`config.mk`:
```
export PLATFORM = sky130hd
export DESIGN_NAME = alu_cmd_sequencer_flat
export DESIGN_NICKNAME = d
export VERILOG_FILES = /design/src/rtl/alu_cmd_sequencer_if.sv /design/src/rtl/alu_cmd_sequencer.sv /design/src/flat_wrapper.sv
export SDC_FILE = /design/constraint.sdc
export NUM_CORES = 1
export LEC_CHECK = 0
export CORE_MARGIN = 5
export CORE_UTILIZATION = 30
export DETAILED_ROUTE_END_ITERATION = 8
export GPL_TIMING_DRIVEN = 0
export MAX_ROUTING_LAYER = met4
export PLACE_DENSITY_LB_ADDON = 0.15
export SETUP_SLACK_MARGIN = 0.2
export SYNTH_ARGS = -nofsm -noshare
export SYNTH_HDL_FRONTEND = slang
export SYNTH_SLANG_ARGS = --single-unit
```
`constraint.sdc`:
```
create_clock -name CLK -period 6.7 [get_ports CLK]
set_clock_uncertainty 0.05 [all_clocks]
set_input_delay 0.67 -clock CLK [delete_from_list [all_inputs] [get_ports CLK]]
set_output_delay 0.67 -clock CLK [all_outputs]
set_load 0.02 [all_outputs]
```
`src/rtl/alu_cmd_sequencer_if.sv`:
```
// Command / ALU / response signal bundle for alu_cmd_sequencer.
// slave = the sequencer itself, master = whatever sits around it (producer, ALU, consumer).
interface alu_cmd_sequencer_if;
  logic        CMD_VALID;
  logic        CMD_READY;
  logic [2:0]  CMD_OP;
  logic [15:0] CMD_X;
  logic [15:0] CMD_Y;
  logic        ALU_EN;
  logic [2:0]  ALU_OP;
  logic [15:0] ALU_X;
  logic [15:0] ALU_Y;
  logic [15:0] ALU_RES;
  logic        ALU_CF;
  logic        RSP_VALID;
  logic        RSP_READY;
  logic [15:0] RSP_DATA;
  logic        RSP_CF;
  logic        BUSY;

  modport slave (
    input  CMD_VALID, CMD_OP, CMD_X, CMD_Y, ALU_RES, ALU_CF, RSP_READY,
    output CMD_READY, ALU_EN, ALU_OP, ALU_X, ALU_Y, RSP_VALID, RSP_DATA, RSP_CF, BUSY
  );

  modport master (
    output CMD_VALID, CMD_OP, CMD_X, CMD_Y, ALU_RES, ALU_CF, RSP_READY,
    input  CMD_READY, ALU_EN, ALU_OP, ALU_X, ALU_Y, RSP_VALID, RSP_DATA, RSP_CF, BUSY
  );
endinterface

```
`src/rtl/alu_cmd_sequencer.sv`:
```
// Buffers ALU commands in a FIFO, issues one at a time, waits ALU_LAT, returns a response.
// Optional ALU_CMD_SEQ_STATS_EN adds saturating STAT_OPS / STAT_CF counters.
module alu_cmd_sequencer #(
  parameter int DEPTH   = 4,
  parameter int ALU_LAT = 1
) (
  input  logic                 CLK,
  input  logic                 RST,
  alu_cmd_sequencer_if.slave   io
`ifdef ALU_CMD_SEQ_STATS_EN
  ,
  output logic [15:0]          STAT_OPS,
  output logic [15:0]          STAT_CF
`endif
);

  localparam int PW = $clog2(DEPTH);
  localparam int CW = PW + 1;
  localparam int LW = $clog2(ALU_LAT + 1);

  typedef struct packed {
    logic [2:0]  op;
    logic [15:0] x;
    logic [15:0] y;
  } cmd_t;

  typedef enum logic [1:0] {IDLE, WAIT, RESP} state_t;

  state_t        state_q, state_d;
  cmd_t          mem [DEPTH];
  cmd_t          head;
  logic [PW-1:0] wr_ptr, rd_ptr;
  logic [CW-1:0] count_q, count_d;
  logic          cmd_ready_q;
  logic          push, pop, issue, capture, rsp_done;
  logic [LW-1:0] cnt_q;

  logic          alu_en_q;
  logic [2:0]    alu_op_q;
  logic [15:0]   alu_x_q, alu_y_q;
  logic          rsp_valid_q;
  logic [15:0]   rsp_data_q;
  logic          rsp_cf_q;

  assign head    = mem[rd_ptr];
  assign push    = io.CMD_VALID && cmd_ready_q;
  assign count_d = count_q + CW'(push) - CW'(pop);

  // FSM next-state and one-cycle control strobes
  always_comb begin
    state_d  = state_q;
    pop      = 1'b0;
    issue    = 1'b0;
    capture  = 1'b0;
    rsp_done = 1'b0;
    case (state_q)
      IDLE: if (count_q != '0) begin
        pop = 1'b1;
        if (head.op != 3'b000) begin
          issue   = 1'b1;
          state_d = WAIT;
        end
      end
      WAIT: if (cnt_q == '0) begin
        capture = 1'b1;
        state_d = RESP;
      end
      RESP: if (io.RSP_READY) begin
        rsp_done = 1'b1;
        state_d  = IDLE;
      end
      default: state_d = IDLE;
    endcase
  end

  always_ff @(posedge CLK) begin
    if (RST) state_q <= IDLE;
    else     state_q <= state_d;
  end

  always_ff @(posedge CLK) begin
    if (push) mem[wr_ptr] <= '{op: io.CMD_OP, x: io.CMD_X, y: io.CMD_Y};
  end

  // READY comes from the post-update count, so a pop while full never admits a push
  always_ff @(posedge CLK) begin
    if (RST) begin
      wr_ptr      <= '0;
      rd_ptr      <= '0;
      count_q     <= '0;
      cmd_ready_q <= 1'b1;
    end else begin
      if (push) wr_ptr <= wr_ptr + PW'(1);
      if (pop)  rd_ptr <= rd_ptr + PW'(1);
      count_q     <= count_d;
      cmd_ready_q <= (count_d != CW'(DEPTH));
    end
  end

  always_ff @(posedge CLK) begin
    if (RST) begin
      alu_en_q    <= 1'b0;
      alu_op_q    <= '0;
      alu_x_q     <= '0;
      alu_y_q     <= '0;
      cnt_q       <= '0;
      rsp_valid_q <= 1'b0;
      rsp_data_q  <= '0;
      rsp_cf_q    <= 1'b0;
    end else begin
      alu_en_q <= issue;
      if (issue) begin
        alu_op_q <= head.op;
        alu_x_q  <= head.x;
        alu_y_q  <= head.y;
        cnt_q    <= LW'(ALU_LAT);
      end else if (state_q == WAIT && cnt_q != '0) begin
        cnt_q <= cnt_q - LW'(1);
      end
      if (capture) begin
        rsp_valid_q <= 1'b1;
        rsp_data_q  <= io.ALU_RES;
        rsp_cf_q    <= io.ALU_CF;
      end else if (rsp_done) begin
        rsp_valid_q <= 1'b0;
      end
    end
  end

`ifdef ALU_CMD_SEQ_STATS_EN
  always_ff @(posedge CLK) begin
    if (RST) begin
      STAT_OPS <= '0;
      STAT_CF  <= '0;
    end else begin
      if (issue && STAT_OPS != 16'hFFFF)                  STAT_OPS <= STAT_OPS + 16'd1;
      if (capture && io.ALU_CF && STAT_CF != 16'hFFFF)    STAT_CF  <= STAT_CF + 16'd1;
    end
  end
`endif

  assign io.CMD_READY = cmd_ready_q;
  assign io.ALU_EN    = alu_en_q;
  assign io.ALU_OP    = alu_op_q;
  assign io.ALU_X     = alu_x_q;
  assign io.ALU_Y     = alu_y_q;
  assign io.RSP_VALID = rsp_valid_q;
  assign io.RSP_DATA  = rsp_data_q;
  assign io.RSP_CF    = rsp_cf_q;
  assign io.BUSY      = (state_q != IDLE) || (count_q != '0);

endmodule
```
`src/flat_wrapper.sv`:
```
// flat-port wrapper written by rule: the top's interface ports become plain ports
module alu_cmd_sequencer_flat 
#(
  parameter int DEPTH   = 4,
  parameter int ALU_LAT = 1
)
  (CLK, RST, io_CMD_VALID, io_CMD_OP, io_CMD_X, io_CMD_Y, io_ALU_RES, io_ALU_CF, io_RSP_READY, io_CMD_READY, io_ALU_EN, io_ALU_OP, io_ALU_X, io_ALU_Y, io_RSP_VALID, io_RSP_DATA, io_RSP_CF, io_BUSY);
  alu_cmd_sequencer_if io_i ();
  input  logic CLK;
  input  logic RST;
  input wire logic [$bits(io_i.CMD_VALID)-1:0] io_CMD_VALID;
  input wire logic [$bits(io_i.CMD_OP)-1:0] io_CMD_OP;
  input wire logic [$bits(io_i.CMD_X)-1:0] io_CMD_X;
  input wire logic [$bits(io_i.CMD_Y)-1:0] io_CMD_Y;
  input wire logic [$bits(io_i.ALU_RES)-1:0] io_ALU_RES;
  input wire logic [$bits(io_i.ALU_CF)-1:0] io_ALU_CF;
  input wire logic [$bits(io_i.RSP_READY)-1:0] io_RSP_READY;
  output wire logic [$bits(io_i.CMD_READY)-1:0] io_CMD_READY;
  output wire logic [$bits(io_i.ALU_EN)-1:0] io_ALU_EN;
  output wire logic [$bits(io_i.ALU_OP)-1:0] io_ALU_OP;
  output wire logic [$bits(io_i.ALU_X)-1:0] io_ALU_X;
  output wire logic [$bits(io_i.ALU_Y)-1:0] io_ALU_Y;
  output wire logic [$bits(io_i.RSP_VALID)-1:0] io_RSP_VALID;
  output wire logic [$bits(io_i.RSP_DATA)-1:0] io_RSP_DATA;
  output wire logic [$bits(io_i.RSP_CF)-1:0] io_RSP_CF;
  output wire logic [$bits(io_i.BUSY)-1:0] io_BUSY;
  assign io_i.CMD_VALID = io_CMD_VALID;
  assign io_i.CMD_OP = io_CMD_OP;
  assign io_i.CMD_X = io_CMD_X;
  assign io_i.CMD_Y = io_CMD_Y;
  assign io_i.ALU_RES = io_ALU_RES;
  assign io_i.ALU_CF = io_ALU_CF;
  assign io_i.RSP_READY = io_RSP_READY;
  assign io_CMD_READY = io_i.CMD_READY;
  assign io_ALU_EN = io_i.ALU_EN;
  assign io_ALU_OP = io_i.ALU_OP;
  assign io_ALU_X = io_i.ALU_X;
  assign io_ALU_Y = io_i.ALU_Y;
  assign io_RSP_VALID = io_i.RSP_VALID;
  assign io_RSP_DATA = io_i.RSP_DATA;
  assign io_RSP_CF = io_i.RSP_CF;
  assign io_BUSY = io_i.BUSY;
  alu_cmd_sequencer #(.DEPTH(DEPTH), .ALU_LAT(ALU_LAT)) u_core (.CLK(CLK), .RST(RST), .io(io_i));
endmodule
```
Yosys cells after proc, flatten, opt, wreduce, memory -nomap -nowiden
Memories as Yosys holds them, arrays and structs flattened. A register that Yosys moved wholly into a read port is not among the register bits.
Index checks and enable logic that the tools add are counted.

word-level totals
  latch bits = 0
  memory bits (read-only) = 0
  output and inout bits = 56
  bits in registers = 65
  memories kept = 1
  RAM bits = 140
  logic and storage cells = 58

memory list
  name        depth  bits a word  read ports  clocked after memory_dff  write ports  line                     source
  u_core.mem  4      35           1           1                         1            alu_cmd_sequencer.sv:30  cmd_t mem [DEPTH];

operators by class
  reductions and logical operators = 10
  shifts and indexed selects = 0
  bitwise gates (word level) = 0
  equality and inequality tests = 7
  $add $sub $neg = 5
  multiply operators = 0
  magnitude comparators = 0
  divide/modulo/power cells = 0
  muxes and demuxes = 22

operators by type and width
  cell                   number
  $mux W1                15
  $mux W2                6
  $pmux W2 S3            1
  $reduce_bool A2 Y1     3
  $reduce_bool A3 Y1     2
  $add A2 B1 Y2 const B  2
  $ne A2 B1 Y1 const B   2
  $ne A2 B2 Y1 const B   2
  $reduce_and A4 Y1      1
  $add A3 B1 Y3          1
  $ne A3 B3 Y1 const B   1
  $sub A3 B1 Y3          1
  $eq A2 B1 Y1 const B   1
  $eq A2 B2 Y1 const B   1
  $logic_and A1 B1 Y1    2
  $logic_not A2 Y1       1
  $logic_or A1 B1 Y1     1
  $sub A1 B1 Y1 const B  1

Logic depth before layout (Yosys ltp)
  depth in word-level cells = 5
  depth in mapped cells = 12
  depth with buffers taken out = 11

Worst setup path before layout
OpenSTA, ideal clock, no wires.

  path kind = flip-flop to flip-flop
  from = register u_core.count_q[0]
  to = register u_core.cmd_ready_q (netlist: u_core.io.CMD_READY)
  cell stages (with the launch flop) = 13
  data required time = 6.533 ns
  library setup time = 0.117 ns
  clock period less this slack = 2.621 ns
  data arrival time = 2.454 ns
  setup slack = 4.079 ns
  path through = dfxtp_1 > or3_1 > nand2_1 > inv_1 > clkbuf_1 > ha_1 > inv_1 > ha_1 > fa_1 > xnor2_1 > xnor2_1 > nor2_1 > nand2_1

on the way
  cells in the longest elaborated chain, start to end = 5
  elaborated cells between the ends (all ways) = 6
  those cells by class = add/sub (2); eq/ne (1); mux (2); reduce/logical (1)

RTL lines
  element                 line                     source
  start, declared         alu_cmd_sequencer.sv:33  logic [CW-1:0] count_q, count_d;
  start signal, assigned  alu_cmd_sequencer.sv:95  count_q <= count_d;
  $reduce_bool A3 Y1      alu_cmd_sequencer.sv:57  IDLE: if (count_q != '0) begin
  $mux W1                 alu_cmd_sequencer.sv:57
  $mux W1                 alu_cmd_sequencer.sv:56  case (state_q)
  named net u_core.pop    alu_cmd_sequencer.sv:35  logic push, pop, issue, capture, rsp_done;
  $sub A3 B1 Y3           alu_cmd_sequencer.sv:47  assign count_d = count_q + CW'(push) - CW'(pop);
  $ne A3 B3 Y1            alu_cmd_sequencer.sv:96  cmd_ready_q <= (count_d != CW'(DEPTH));
  end signal, assigned    alu_cmd_sequencer.sv:96
  end, declared           alu_cmd_sequencer.sv:34  logic cmd_ready_q;

The timed path passes the listed nets, and every way through them passes these cells.
A chain may end at the register's enable or synchronous reset.

Worst setup path after layout
  from = register u_core.count_q[1]
  to = register u_core.cmd_ready_q (netlist: u_core.io.CMD_READY)

Same word-level chain as after synthesis.

==> impl_metrics.json <==
{
  "status": "complete, no violations",
  "placed_cell_area_um2": 9350,
  "max_freq_mhz": 317,
  "finish.net_count": 693,
  "detail_route.wl_per_cell_um": 18.3,
  "clk-insertion-delay-late_ns": 0.50,
  "fin_util": 0.397,
  "detailroute.via_count": 4487,
  "critPathLaunch": "u_core.count_q[1]",
  "synthSimpleGateAreaFrac": 0.0806,
  "synth.yosys.warnings": 0,
  "initial_utilization": 0.306,
  "crit_path_start_kind": "flip-flop",
  "grt_pass1_wl_um": 28000,
  "setup_repair_after_global_routing_missed_its_margin": "false",
  "floorplan.die_area_um2": 29100,
  "synthToLayoutAreaGrowth_pct": 29.9,
  "synth_top_cells_by_count": "140 x sky130_fd_sc_hd__edfxtp_1, 67 x sky130_fd_sc_hd__dfxtp_1, 57 x sky130_fd_sc_hd__a21oi_1, 48 x sky130_fd_sc_hd__nand2_1, 35 x sky130_fd_sc_hd__mux4_2",
  "ctsHtreeMaxLevel": 1,
  "cts_post_setup_buffers_inserted": 0,
  "synthesis.area_per_instance_um2": 15.8,
  "power-per-cell-area_nw_per_um2": 432,
  "number_of_optimization_iterations_in_the_first_detailed_route_pass": 4,
  "synth_compound_gate_area_share": 0.0601,
  "slew_viol_final": 0,
  "grt_use_met3": 0.0250,
  "setup_slack_reg_to_reg_ns": 3.54,
  "layoutNonFillerInstCount": 978,
  "pin_count_of_the_biggest_net_entering_global_routing": 25,
  "grt_busiest_layer": "met2",
  "synth_ff_type": "sky130_fd_sc_hd__edfxtp_1",
  "synthesis_stage_register_bit_count": 207,
  "all_layer_global_routing_usage": 0.128,
  "routed_via_density": 4.59,
  "finalSetupViolations": 0,
  "detailedPlacementHpwl_um": 12200,
  "required_time_at_the_worst_slack_endpoint_ns": 7.04,
  "synth_sequential_area_ratio": 0.716,
  "place.port_buffers": 110,
  "rows": 58,
  "r2r_cells": 12,
  "cts_hold_buf": 0,
  "dp_cells": 935,
  "cp_max_fo": 10,
  "synth-adder-area-share": 0.0123,
  "synth_top_family_by_area": "multiplexers",
  "critical_path_class": "flip-flop to flip-flop",
  "power.static_leakage_nw": 3.28,
  "post_cts_resized": 0,
  "hold_path_class": "flip-flop to flip-flop",
  "synthesis.nets": 554,
  "fin_setup_tns_ns": 0,
  "synth.area.top_cells": "sky130_fd_sc_hd__edfxtp_1 54%, sky130_fd_sc_hd__dfxtp_1 17%, sky130_fd_sc_hd__mux4_2 10%, sky130_fd_sc_hd__nand3_2 3.9%, sky130_fd_sc_hd__a21oi_1 3.7%",
  "holdPathEnd": "u_core.io.RSP_DATA[6]",
  "gr-usage-met1": 0.163,
  "die-width_um": 171,
  "yosysTopAreaCellShare": 0.543,
  "critPathCaptureType": "flip-flop",
  "synthArstFlopShare": 0,
  "grt_remaining_overflow": 0,
  "cts-root-buf": "sky130_fd_sc_hd__clkbuf_16",
  "chipHeight_um": 171,
  "routed_wl_um": 17900,
  "reg2reg_from": "u_core.count_q[1]",
  "detail_route.drc_violations": 0,
  "post-place-ws_ns": 3.50,
  "number_of_global_route_vias_before_repair": 4876,
  "initialDrtViolationCount": 243,
  "tritoncts.num_buffers": 23,
  "grt_use_met2": 0.211,
  "crit-reg2reg-capture": "u_core.io.CMD_READY",
  "cts_max_path_buffers": 3,
  "cp_data_arrival_time_ns": 3.50,
  "hold_viol": 0,
  "tightest_slew_ns": 0.743,
  "tritoncts_sink_count": 207,
  "synth-edff-count": 140,
  "worst_hold_path.num_cells": 2,
  "yosys.cell_types.count": 27,
  "postSynthCellCount": 491,
  "slew_headroom": 0.504,
  "muxShareOfSynthArea": 0.102,
  "synthesis.area_um2": 7750,
  "final_antenna_net_count": 0,
  "final_period_minus_worst_setup_slack_ns": 3.16,
  "vdd.ir_drop.worst_v": 0.000166,
  "core_area_um2": 25300,
  "fin_crit_sh": 0.471,
  "yosysMostFrequentCell": "sky130_fd_sc_hd__edfxtp_1",
  "drv.max_cap_violation_count": 0,
  "antenna_violations_before_repair": 1,
  "yosys.area_share.xor_xnor": 0.00565,
  "layout.filler_cells": 2355,
  "synth_area_leader_cell": "sky130_fd_sc_hd__edfxtp_1",
  "hold_path.startpoint": "u_core.io.RSP_DATA[6]",
  "layout_cell_share_with_drive_strength_beyond_1": 0.186,
  "gp_congestion": 0.776,
  "area.sequential_um2": 5550,
  "path_clk_slew_ns": 0.06,
  "total_power_mw": 4.35,
  "cts_tree": "done",
  "final.setup.worst_slack_ns": 3.54,
  "whs_ns": 0.406,
  "area_used_by_multi_input_combinational_logic_um2": 2020,
  "final_design_area_no_fill_um2": 10100,
  "num_io_pins": 112
}
worst max-delay path by stage:
stage / cells after the start / end / slack, ns
finish: 12 / u_core.io.CMD_READY / 3.54
global route: 12 / u_core.io.CMD_READY / 3.33
CTS: 12 / u_core.io.CMD_READY / 3.50
detailed placement: 12 / u_core.io.CMD_READY / 3.50
global placement: 2 / u_core.mem[3][10] / 3.32
floorplan: 12 / u_core.io.CMD_READY / 4.08
metal layers:
layer	vias to the layer above	routed length [um]
li1	2131	-
met1	2212	7930
met2	116	8580
met3	28	1090
met4	0	310
met5	-	0
cells by family after synthesis:
group / Yosys count
adder cells (fa/ha/maj): 7
flip-flops: 207
buffers and inverters: 39
multiplexers: 35
AND/OR/NAND/NOR: 105
AO/OA/AOI/OAI: 93
XOR/XNOR: 5
cell type report:
class,instances,area share
antenna,2,0.000497
buffer,31,0.0155
clock buffer,31,0.0622
clock inverter,10,0.00858
inverter,8,0.00298
multi-input combinational,245,0.201
sequential,207,0.551
tap,330,0.0410
timing repair buffer,114,0.117
worst max-delay path: stages (launching register included):
cell and delay (ns):
sky130_fd_sc_hd__dfxtp_1 0.34, sky130_fd_sc_hd__or3_1 0.38, sky130_fd_sc_hd__nand2_1 0.34, sky130_fd_sc_hd__inv_1 0.09
sky130_fd_sc_hd__clkbuf_1 0.34, sky130_fd_sc_hd__ha_1 0.41, sky130_fd_sc_hd__inv_1 0.04, sky130_fd_sc_hd__ha_1 0.20
sky130_fd_sc_hd__fa_1 0.37, sky130_fd_sc_hd__xnor2_1 0.14, sky130_fd_sc_hd__xnor2_1 0.12, sky130_fd_sc_hd__nor2_1 0.15
sky130_fd_sc_hd__nand2_1 0.07
cells in the final DEF (no fill, tap or decap), drive strengths merged, types with 4 or more instances in the layout:
cell type	Yosys	layout
edfxtp	140	140
clkdlybuf4s50	0	110
dfxtp	67	67
a21oi	57	57
nand2	48	48
clkbuf	15	46
o21ai	36	36
mux4	35	35
nand3	33	33
buf	16	20
nor2	11	11
inv	8	9
ha	6	6
and3	4	4
xnor2	4	4
clkinvlp	0	4
clkinv	0	4
sequential cells by signal (all words and copies together) (netlist names), 2 cells and up, named ones only:
name                count
u_core.mem            140
u_core.io.ALU_X        16
u_core.io.ALU_Y        16
u_core.wr_ptr           2
u_core.io.RSP_DATA     16
u_core.rd_ptr           2
u_core.io.ALU_OP        3
u_core.state_q          2
u_core.count_q          3
power breakdown:
group          internal [mW]  switching, mW
logic                  0.641          0.841
clock network          0.693          0.480
registers               1.59          0.110
total                   2.92           1.43
Power figures use the tool's default switching activity.
